`config.mk`:
```
export PLATFORM = sky130hd
export DESIGN_NAME = alu_cmd_issue
export DESIGN_NICKNAME = d
export VERILOG_FILES = /design/src/rtl/alu_pkg.sv /design/src/rtl/alu_cmd_fifo.sv /design/src/rtl/alu_cmd_issue.sv
export SDC_FILE = /design/constraint.sdc
export NUM_CORES = 1
export LEC_CHECK = 0
export CAP_MARGIN = 20
export CORE_MARGIN = 3
export CORE_UTILIZATION = 54
export CTS_CLUSTER_DIAMETER = 80
export DETAILED_ROUTE_END_ITERATION = 16
export PLACE_DENSITY = 0.79
export SYNTH_ARGS = -nofsm -noshare
export SYNTH_HDL_FRONTEND = slang
export SYNTH_HIERARCHICAL = 1
export SYNTH_SLANG_ARGS = --single-unit
```
`constraint.sdc`:
```
create_clock -name clk -period 4.87 [get_ports clk]
set_input_delay 0.974 -clock clk [delete_from_list [all_inputs] [get_ports clk]]
set_output_delay 0.974 -clock clk [all_outputs]
set_load 0.02 [all_outputs]
```
`src/rtl/alu_pkg.sv`:
```
`default_nettype none
// ============================================================================
// Module      : alu_pkg
// Description : Opcode encodings, issue FSM states and illegal-op screening
//               shared by the ALU command front-end.
// Revision    : 1.0  initial release
// ============================================================================
package alu_pkg;

    localparam logic [2:0] OP_ADD  = 3'b000;
    localparam logic [2:0] OP_SUB  = 3'b001;
    localparam logic [2:0] OP_MUL  = 3'b010;
    localparam logic [2:0] OP_DIV  = 3'b011;
    localparam logic [2:0] OP_POW  = 3'b100;
    localparam logic [2:0] OP_MOD  = 3'b101;
    localparam logic [2:0] OP_RSV0 = 3'b110;
    localparam logic [2:0] OP_RSV1 = 3'b111;

    typedef enum logic [1:0] {
        ST_IDLE = 2'd0,
        ST_EXEC = 2'd1,
        ST_DONE = 2'd2
    } state_t;

    // Operands up to this width can be screened; callers zero-extend b.
    localparam int unsigned OPND_MAX_W = 64;

    function automatic logic is_illegal(input logic [2:0]            oper,
                                        input logic [OPND_MAX_W-1:0] b);
        logic w_zero_div;
        w_zero_div = ((oper == OP_DIV) || (oper == OP_MOD)) && (b == '0);
        return w_zero_div || (oper == OP_RSV0) || (oper == OP_RSV1);
    endfunction

endpackage
`default_nettype wire

```
`src/rtl/alu_cmd_fifo.sv`:
```
`default_nettype none
// ============================================================================
// Module      : alu_cmd_fifo
// Description : Synchronous FIFO holding packed ALU commands; head is
//               presented combinationally, pointers wrap modulo DEPTH.
// Revision    : 1.0  initial release
// ============================================================================
module alu_cmd_fifo #(
    parameter int DW    = 8,
    parameter int DEPTH = 4,
    localparam int AW   = $clog2(DEPTH)
) (
    input  logic          clk,
    input  logic          rst_n,
    input  logic          i_push,
    input  logic [DW-1:0] i_data,
    input  logic          i_pop,
    output logic [DW-1:0] o_data,
    output logic          o_full,
    output logic          o_empty,
    output logic [AW:0]   o_count
);
    logic [DW-1:0] r_mem [DEPTH];
    logic [AW-1:0] r_wr_ptr;
    logic [AW-1:0] r_rd_ptr;
    logic [AW:0]   r_count;

    always_ff @(posedge clk) begin
        if (!rst_n) begin
            r_wr_ptr <= '0;
            r_rd_ptr <= '0;
            r_count  <= '0;
        end else begin
            if (i_push) r_wr_ptr <= r_wr_ptr + AW'(1);
            if (i_pop)  r_rd_ptr <= r_rd_ptr + AW'(1);
            case ({i_push, i_pop})
                2'b10:   r_count <= r_count + (AW+1)'(1);
                2'b01:   r_count <= r_count - (AW+1)'(1);
                default: r_count <= r_count;
            endcase
        end
    end

    // Storage needs no reset: entries are only read once the count says so.
    always_ff @(posedge clk) begin
        if (i_push) r_mem[r_wr_ptr] <= i_data;
    end

    assign o_data  = r_mem[r_rd_ptr];
    assign o_full  = (r_count == (AW+1)'(DEPTH));
    assign o_empty = (r_count == '0);
    assign o_count = r_count;

endmodule
`default_nettype wire

```
`src/rtl/alu_cmd_issue.sv`:
```
`default_nettype none
// ============================================================================
// Module      : alu_cmd_issue
// Description : Buffers ALU commands, issues one at a time to an external
//               combinational ALU and returns screened results on valid/ready.
// Revision    : 1.0  initial release
// ============================================================================
module alu_cmd_issue
    import alu_pkg::*;
#(
    parameter int WIDTH = 32,
    parameter int DEPTH = 4,
    parameter int TAG_W = 4
) (
    input  logic             clk,
    input  logic             rst_n,
    input  logic             cmd_valid,
    output logic             cmd_ready,
    input  logic [WIDTH-1:0] cmd_a,
    input  logic [WIDTH-1:0] cmd_b,
    input  logic [2:0]       cmd_oper,
    input  logic [TAG_W-1:0] cmd_tag,
    output logic [WIDTH-1:0] alu_a,
    output logic [WIDTH-1:0] alu_b,
    output logic [2:0]       alu_oper,
    input  logic [WIDTH-1:0] alu_y,
    output logic             res_valid,
    input  logic             res_ready,
    output logic [WIDTH-1:0] res_data,
    output logic [TAG_W-1:0] res_tag,
    output logic             res_err,
    output logic [7:0]       err_cnt,
    output logic             busy
);
    localparam int CW = 2*WIDTH + 3 + TAG_W;

    logic                   w_full;
    logic                   w_empty;
    logic [$clog2(DEPTH):0] w_count;
    logic                   w_push;
    logic                   w_load;
    logic                   w_res_drop;
    logic                   w_illegal;
    logic [CW-1:0]          w_head;
    logic [WIDTH-1:0]       w_head_a;
    logic [WIDTH-1:0]       w_head_b;
    logic [2:0]             w_head_oper;
    logic [TAG_W-1:0]       w_head_tag;

    state_t                 r_state;
    state_t                 w_state_nxt;
    logic [WIDTH-1:0]       r_alu_a;
    logic [WIDTH-1:0]       r_alu_b;
    logic [2:0]             r_alu_oper;
    logic [TAG_W-1:0]       r_iss_tag;
    logic                   r_res_valid;
    logic [WIDTH-1:0]       r_res_data;
    logic [TAG_W-1:0]       r_res_tag;
    logic                   r_res_err;
    logic [7:0]             r_err_cnt;

    assign cmd_ready = rst_n & ~w_full;
    assign w_push    = cmd_valid & cmd_ready;

    alu_cmd_fifo #(
        .DW    (CW),
        .DEPTH (DEPTH)
    ) u_fifo (
        .clk     (clk),
        .rst_n   (rst_n),
        .i_push  (w_push),
        .i_data  ({cmd_a, cmd_b, cmd_oper, cmd_tag}),
        .i_pop   (w_load),
        .o_data  (w_head),
        .o_full  (w_full),
        .o_empty (w_empty),
        .o_count (w_count)
    );

    assign {w_head_a, w_head_b, w_head_oper, w_head_tag} = w_head;

    assign w_illegal = is_illegal(r_alu_oper, OPND_MAX_W'(r_alu_b));

    always_ff @(posedge clk) begin
        if (!rst_n) r_state <= ST_IDLE;
        else        r_state <= w_state_nxt;
    end

    // A DONE handshake with work queued reloads immediately, giving the
    // single-cycle res_valid gap between back-to-back results.
    always_comb begin
        w_state_nxt = r_state;
        w_load      = 1'b0;
        w_res_drop  = 1'b0;
        case (r_state)
            ST_IDLE: begin
                if (!w_empty) begin
                    w_load      = 1'b1;
                    w_state_nxt = ST_EXEC;
                end
            end
            ST_EXEC: w_state_nxt = ST_DONE;
            ST_DONE: begin
                if (r_res_valid && res_ready) begin
                    w_res_drop = 1'b1;
                    if (!w_empty) begin
                        w_load      = 1'b1;
                        w_state_nxt = ST_EXEC;
                    end else begin
                        w_state_nxt = ST_IDLE;
                    end
                end
            end
            default: w_state_nxt = ST_IDLE;
        endcase
    end

    always_ff @(posedge clk) begin
        if (!rst_n) begin
            r_alu_a     <= '0;
            r_alu_b     <= '0;
            r_alu_oper  <= '0;
            r_iss_tag   <= '0;
            r_res_valid <= 1'b0;
            r_res_data  <= '0;
            r_res_tag   <= '0;
            r_res_err   <= 1'b0;
            r_err_cnt   <= '0;
        end else begin
            if (w_load) begin
                r_alu_a    <= w_head_a;
                r_alu_b    <= w_head_b;
                r_alu_oper <= w_head_oper;
                r_iss_tag  <= w_head_tag;
            end
            if (w_res_drop) r_res_valid <= 1'b0;
            if (r_state == ST_EXEC) begin
                r_res_valid <= 1'b1;
                r_res_tag   <= r_iss_tag;
                if (w_illegal) begin
                    r_res_data <= '0;
                    r_res_err  <= 1'b1;
                    if (r_err_cnt != 8'hFF) r_err_cnt <= r_err_cnt + 8'd1;
                end else begin
                    r_res_data <= alu_y;
                    r_res_err  <= 1'b0;
                end
            end
        end
    end

    assign alu_a     = r_alu_a;
    assign alu_b     = r_alu_b;
    assign alu_oper  = r_alu_oper;
    assign res_valid = r_res_valid;
    assign res_data  = r_res_data;
    assign res_tag   = r_res_tag;
    assign res_err   = r_res_err;
    assign err_cnt   = r_err_cnt;
    assign busy      = (w_count != '0) || (r_state != ST_IDLE);

endmodule
`default_nettype wire

```
== Word-level counts from Yosys, hierarchy flattened ==
Memory sizes are Yosys's and may differ from the RTL's. A register that Yosys moved wholly into a read port is not among the register bits.
Index checks and enable logic that the tools add are counted.
Storage, ports and cells
  logic and storage cells: 62
  register bits: 55
  output and inout port bits: 115
  RAM bits: 284
  input bits: 107
  memories kept: 1
Cells by class
  equal/unequal tests: 12
  reduce and logical (&&, ||, !) cells: 16
  bitwise gates (word level): 3
  $add $sub $neg: 5
  muxes and demuxes: 16
Memory list
  u_fifo.r_mem: words 4, width 71, read ports 1, clocked after memory_dff 1, wr ports 1, line alu_cmd_fifo.sv:23  | logic [DW-1:0] r_mem [DEPTH];
Operators with widths (number)
  zero test 32 bit: 1
  two-way mux 32 bit: 1
  equality test 3 bit (second input constant): 4
  two-way mux 1 bit: 10
  adder 8 x 1 -> 8 bit (second input constant): 1
  inequality test 8 bit (second input constant): 1
  case mux 2 bit (3 select lines): 1
  case mux 3 bit (2 select lines): 1
  nonzero test 2 bit: 3
  adder 2 x 1 -> 2 bit (second input constant): 2
  equality test 2 x 1 -> 1 bit (second input constant): 2
  equality test 2 bit (second input constant): 2
  logical OR 1 bit: 4
  two-way mux 2 bit: 2
  inequality test 2 bit (second input constant): 2
  adder 3 x 1 -> 3 bit (second input constant): 1
  equality test 3 x 2 -> 1 bit (second input constant): 1
  zero test 3 bit: 1
  AND reduction 3 bit: 1
  nonzero test 3 bit: 1
  subtractor 3 x 1 -> 3 bit (second input constant): 1
  bitwise AND 1 bit: 2
  logical AND 1 bit: 2
  zero test 2 bit: 1
  4 further kinds: 4

== Depth between registers and ports, before layout ==
  word-level depth: 6
  mapped depth: 11

== Hierarchy ==
The synthesis kept the hierarchy.
By module, submodules not included
  alu_cmd_fifo: area each 10771.6 um^2, instances 1, cells an instance 417
  alu_cmd_issue: area each 4693.3 um^2, instances 1, cells an instance 565

== Least setup slack after synthesis ==
Ideal clock, no wire load.
  path kind: in2reg
  from: input rst_n
  to: memory u_fifo/r_mem[0][0] in the netlist's numbering (enable)
  arrival: 3.608 ns
  stages on the path: 4
  library setup time: 0.437 ns
  setup slack: 0.825 ns
  buffers on the path: 1
  path through: clkbuf_1 nor2b_1 and2_1 and2_1
On the way
  cells in the longest elaborated chain, start to end: 4
Ends and longest elaborated chain
  from (decl): line alu_cmd_issue.sv:16  | input logic rst_n,
  bitwise AND 1 bit: line alu_cmd_issue.sv:62  | assign cmd_ready = rst_n & ~w_full;
  named net cmd_ready: line alu_cmd_issue.sv:18  | output logic cmd_ready,
  bitwise AND 1 bit: line alu_cmd_issue.sv:63  | assign w_push = cmd_valid & cmd_ready;
  named net w_push: line alu_cmd_issue.sv:40  | logic w_push;
  two-way mux 1 bit: line alu_cmd_fifo.sv:46  | if (i_push) r_mem[r_wr_ptr] <= i_data;
  two-way mux 1 bit (not written as such): line alu_cmd_fifo.sv:46
  to (decl): line alu_cmd_fifo.sv:23
The timed path passes the listed nets, and every way through them passes these cells.

== Final worst setup path ==
  from: input res_ready
  to: register u_fifo.r_count[2] (netlist: u_fifo/o_count[2])
On the way
  cells in the longest elaborated chain, start to end: 5
Ends and longest elaborated chain
  from (decl): line alu_cmd_issue.sv:28  | input logic res_ready,
  logical AND 1 bit (*): line alu_cmd_issue.sv:104  | if (r_res_valid && res_ready) begin
  two-way mux 1 bit (*): line alu_cmd_issue.sv:104
  case mux 1 bit (2 select lines) (*): line alu_cmd_issue.sv:95  | case (r_state)
  equality test 2 x 1 -> 1 bit or equality test 2 bit (tied branches): line alu_cmd_fifo.sv:36  | case ({i_push, i_pop})
  case mux 3 bit (2 select lines) or nonzero test 2 bit (tied branches)
  to (signal assigned): line alu_cmd_fifo.sv:37  | 2'b10: r_count <= r_count + (AW+1)'(1);
  to (signal assigned): line alu_cmd_fifo.sv:38  | 2'b01: r_count <= r_count - (AW+1)'(1);
  to (signal assigned): line alu_cmd_fifo.sv:39  | default: r_count <= r_count;
  to (decl): line alu_cmd_fifo.sv:26  | logic [AW:0] r_count;
Every way passes the cells marked *; elsewhere a longest branch is shown, timed or not.
A chain may end at the register's enable or synchronous reset.

==> metrics.txt <==
status=finished clean; Max Cap Violations=0; RD Place Congestion=0.7815; Core Util, Final=0.6843; cts bufs inserted=just over 40; mapped cell area=15,460 um2; CP Capture Type=flip-flop; Routed WL=around 34,000 um; WP buf/inv=3; hold crit path type=reg2reg; TritonCTS clock tree=yes; Worst Max-Slew Pin Slew=about 1100 ps; initial antenna violation count=3; Pint=between 7000 and 8000 uW; Hold-fix buffers, CTS=0; first-pass GRT wire length=approximately 52,000 um; Slew HR=0.2691; DIE AREA=about 31,000 um2; Synth top area share=0.5515; vias per cell=about 5.5; unrepaired setup endpoints after global routing=false; max frequency=about 0.31 GHz; post-synth net total=roughly 1.1k; Synth Area in XOR/XNOR=0.002832; P_sw=3275 uW; clk slew on worst S/H paths=about 60 ps; drt drc=0; starting density of the core=0.5521; Initial DRC Count=between 600 and 700; post-synthesis cell count=around 980; Final Cycle Share=0.6621; Leak=0.006281 uW; worst-path cell chain=clkdlybuf4s50_1, nand2_1, a211o_2, inv_2, ha_1, inv_1, fa_1, xor2_1, or3_1, a21boi_0; number of enable flip-flop cells after synthesis=284; post-CTS setup buffer count=0; vias=about 9k; top cell type by total area after synthesis=edfxtp_1; adder-cell share of the synthesized area=0.006149; Post-synth ARST share=0; Syn. warnings=6; Logic pwr share=0.278; grt total ovfl=0; Startpoint Class=input pin; Min Clock Period, post-route=approximately 3200 ps; IO Pins=about 220; core area=approximately 28,000 um2; width of the die=approximately 180 um; share of post-route cells with drive strength above 1=0.1347; Power, Total=approximately 10,000 uW; clk_lat worst skew=~520 ps; Largest stage delay, worst path=approximately 470 ps; register area=around 11,000 um2; post-route insts no fill=approximately 1.6k; # H-tree levels=2; clock share of power=0.280; Synth Area in Simple Gates=0.08455; drt first pass iters=4; Synth cell types=48; compound-gate portion of the synthesized area=0.05583; Nets=~1.3k; final setup fails=0; CTS sink count=~410; clock skew=around 16 ps; Crit path arrival time=3670 ps; Fin Setup TNS=0 ps; CP required=between 5000 and 6000 ps; Antenna Nets Post-Route=0; largest net degree at the start of global routing=a little over 100; Pwr per Cell Area=around 540 nW/um2; # port buffers=221; Synth Flop Type=edfxtp_1; placed instance count=1,543; commonest cells in the netlist=284 x edfxtp_1, 231 x nand2_1, 128 x dfxtp_1, 77 x a21boi_0, 70 x mux4_2; CTS root buffer=clkbuf_16; Sw Ratio=0.3142; final hold violation count=0; per-cell routed wire length=20.77 um; post-detail-place hpwl=~20,000 um; crit-path leading delay family=buffers and inverters; mux cell area share after synthesis=0.1082; most frequent cell after synthesis=edfxtp_1; Yosys reg bits=between 400 and 500; Area contributors post-synth=edfxtp_1 55%, dfxtp_1 17%, mux4_2 10%, nand2_1 5.6%, a21boi_0 3.7%; Final Slew Violations=0; fillers=around 1.9k; Area Overhead vs Synth=23.95%; buffer depth of the longest clock path=3; GRT Total Usage=0.2189; post_cts resized=0; largest family of logic cells by synthesized area=multiplexers; post-synthesis average cell area=around 16 um2; critical path's slowest cell=clkdlybuf4s50_1; Setup CP Type=in2reg; Die Y=about 180 um; CP max FO=30; vias in the first global route=about 9k; sequential cell area fraction in the yosys report=0.7172; footprint of the multi-input gates=between 4000 and 5000 um2; num rows=61; ANT cells=0; peak supply drop=about 0.00042 V; Seq pwr share=0.441
per-layer routing:
layer  vias up  wire length [um]  track usage
met5         -                35            0
met4         6               773      0.06283
met3        63              2221      0.05237
met2       289             16460       0.3627
met1      4491             14110       0.2924
li1       4109                 -            -
final timing paths:
| kind | from | slack, ps | depth (start not counted) | to |
|---|---|---|---|---|
| setup / recovery | res_ready | 1650 | 10 | u_fifo/o_count[2]$_SDFFE_PN0P_ |
| setup reg to reg | u_fifo/o_count[0]$_SDFFE_PN0P_ | 2200 | 9 | u_fifo/o_count[2]$_SDFFE_PN0P_ |
| hold reg to reg | res_data[3]$_SDFFE_PN0P_ | 450 | 2 | res_data[3]$_SDFFE_PN0P_ |
| hold / removal | res_data[3]$_SDFFE_PN0P_ | 450 | 2 | res_data[3]$_SDFFE_PN0P_ |
cells by family after synthesis:
group	Yosys count
multiplexers	78
AND/OR/NAND/NOR	296
flip-flops	412
XOR/XNOR	5
AO/OA/AOI/OAI	125
buffers and inverters	59
adder cells (fa/ha/maj)	7
registers in the layout, indices dropped and copies added, names as in the netlist, 3 cells and up, named ones only:
register        flops
alu_a              32
u_fifo/o_count      3
r_iss_tag           4
alu_b              32
alu_oper            3
err_cnt             8
res_data           32
res_tag             4
u_fifo/r_mem      284
placed cells by master, fill, tap and decap left out, types with 4 or more instances in the layout:
cell / synthesis / layout
a21boi_0: 77 / 77
a21oi_1: 31 / 31
a21oi_2: 6 / 6
and2_1: 13 / 9
and2_4: 0 / 4
and4_1: 5 / 5
buf_4: 0 / 15
clkbuf_1: 21 / 10
clkbuf_16: 0 / 41
clkbuf_8: 0 / 4
clkdlybuf4s50_1: 0 / 220
clkinv_1: 0 / 4
clkinv_2: 0 / 11
dfxtp_1: 128 / 126
edfxtp_1: 284 / 284
ha_1: 6 / 6
inv_1: 6 / 6
mux2i_1: 7 / 7
mux4_2: 70 / 70
nand2_1: 231 / 231
nand2b_1: 6 / 6
nor2_1: 6 / 6
nor2b_1: 6 / 5
nor3_1: 5 / 5
nor4_1: 4 / 4
tightest hold or removal path, cell delays in order (launching register included):
cell and delay, ps:
dfxtp_1 310, nand2_1 50, a21oi_1 50
cell type report:
type                       instances  share of cell area
sequential                       412              0.5790
multi-input combinational        511              0.2087
timing repair buffer             235              0.1208
clock buffer                      55             0.05835
tap                              378             0.02467
clock inverter                    20            0.007115
inverter                           7            0.001371
power by group through the flow:
| stage | combinational (uW) | sequential (uW) | clock (uW) |
|---|---|---|---|
| 5_1_grt | 3130 | 4670 | 3160 |
| 3_3_place_gp | 2870 | 4660 | 0 |
| 6_report | 2900 | 4600 | 2920 |
| 3_5_place_dp | 2930 | 4680 | 0 |
| 2_1_floorplan | 1530 | 4840 | 0 |
| 4_1_cts | 2940 | 4610 | 2990 |
per-stage QoR:
step / hold WS (ps) / instance area (um2) / setup slack (ps)
2_1_floorplan: 441.2 / 15460 / 825.1
3_3_place_gp: 441.8 / 17910 / 1128
3_5_place_dp: 445.8 / 17910 / 1105
4_1_cts: 454.2 / 19170 / 1623
5_1_grt: 477.2 / 19170 / 1495
6_report: 453.0 / 19170 / 1645
Power figures use the tool's default switching activity.
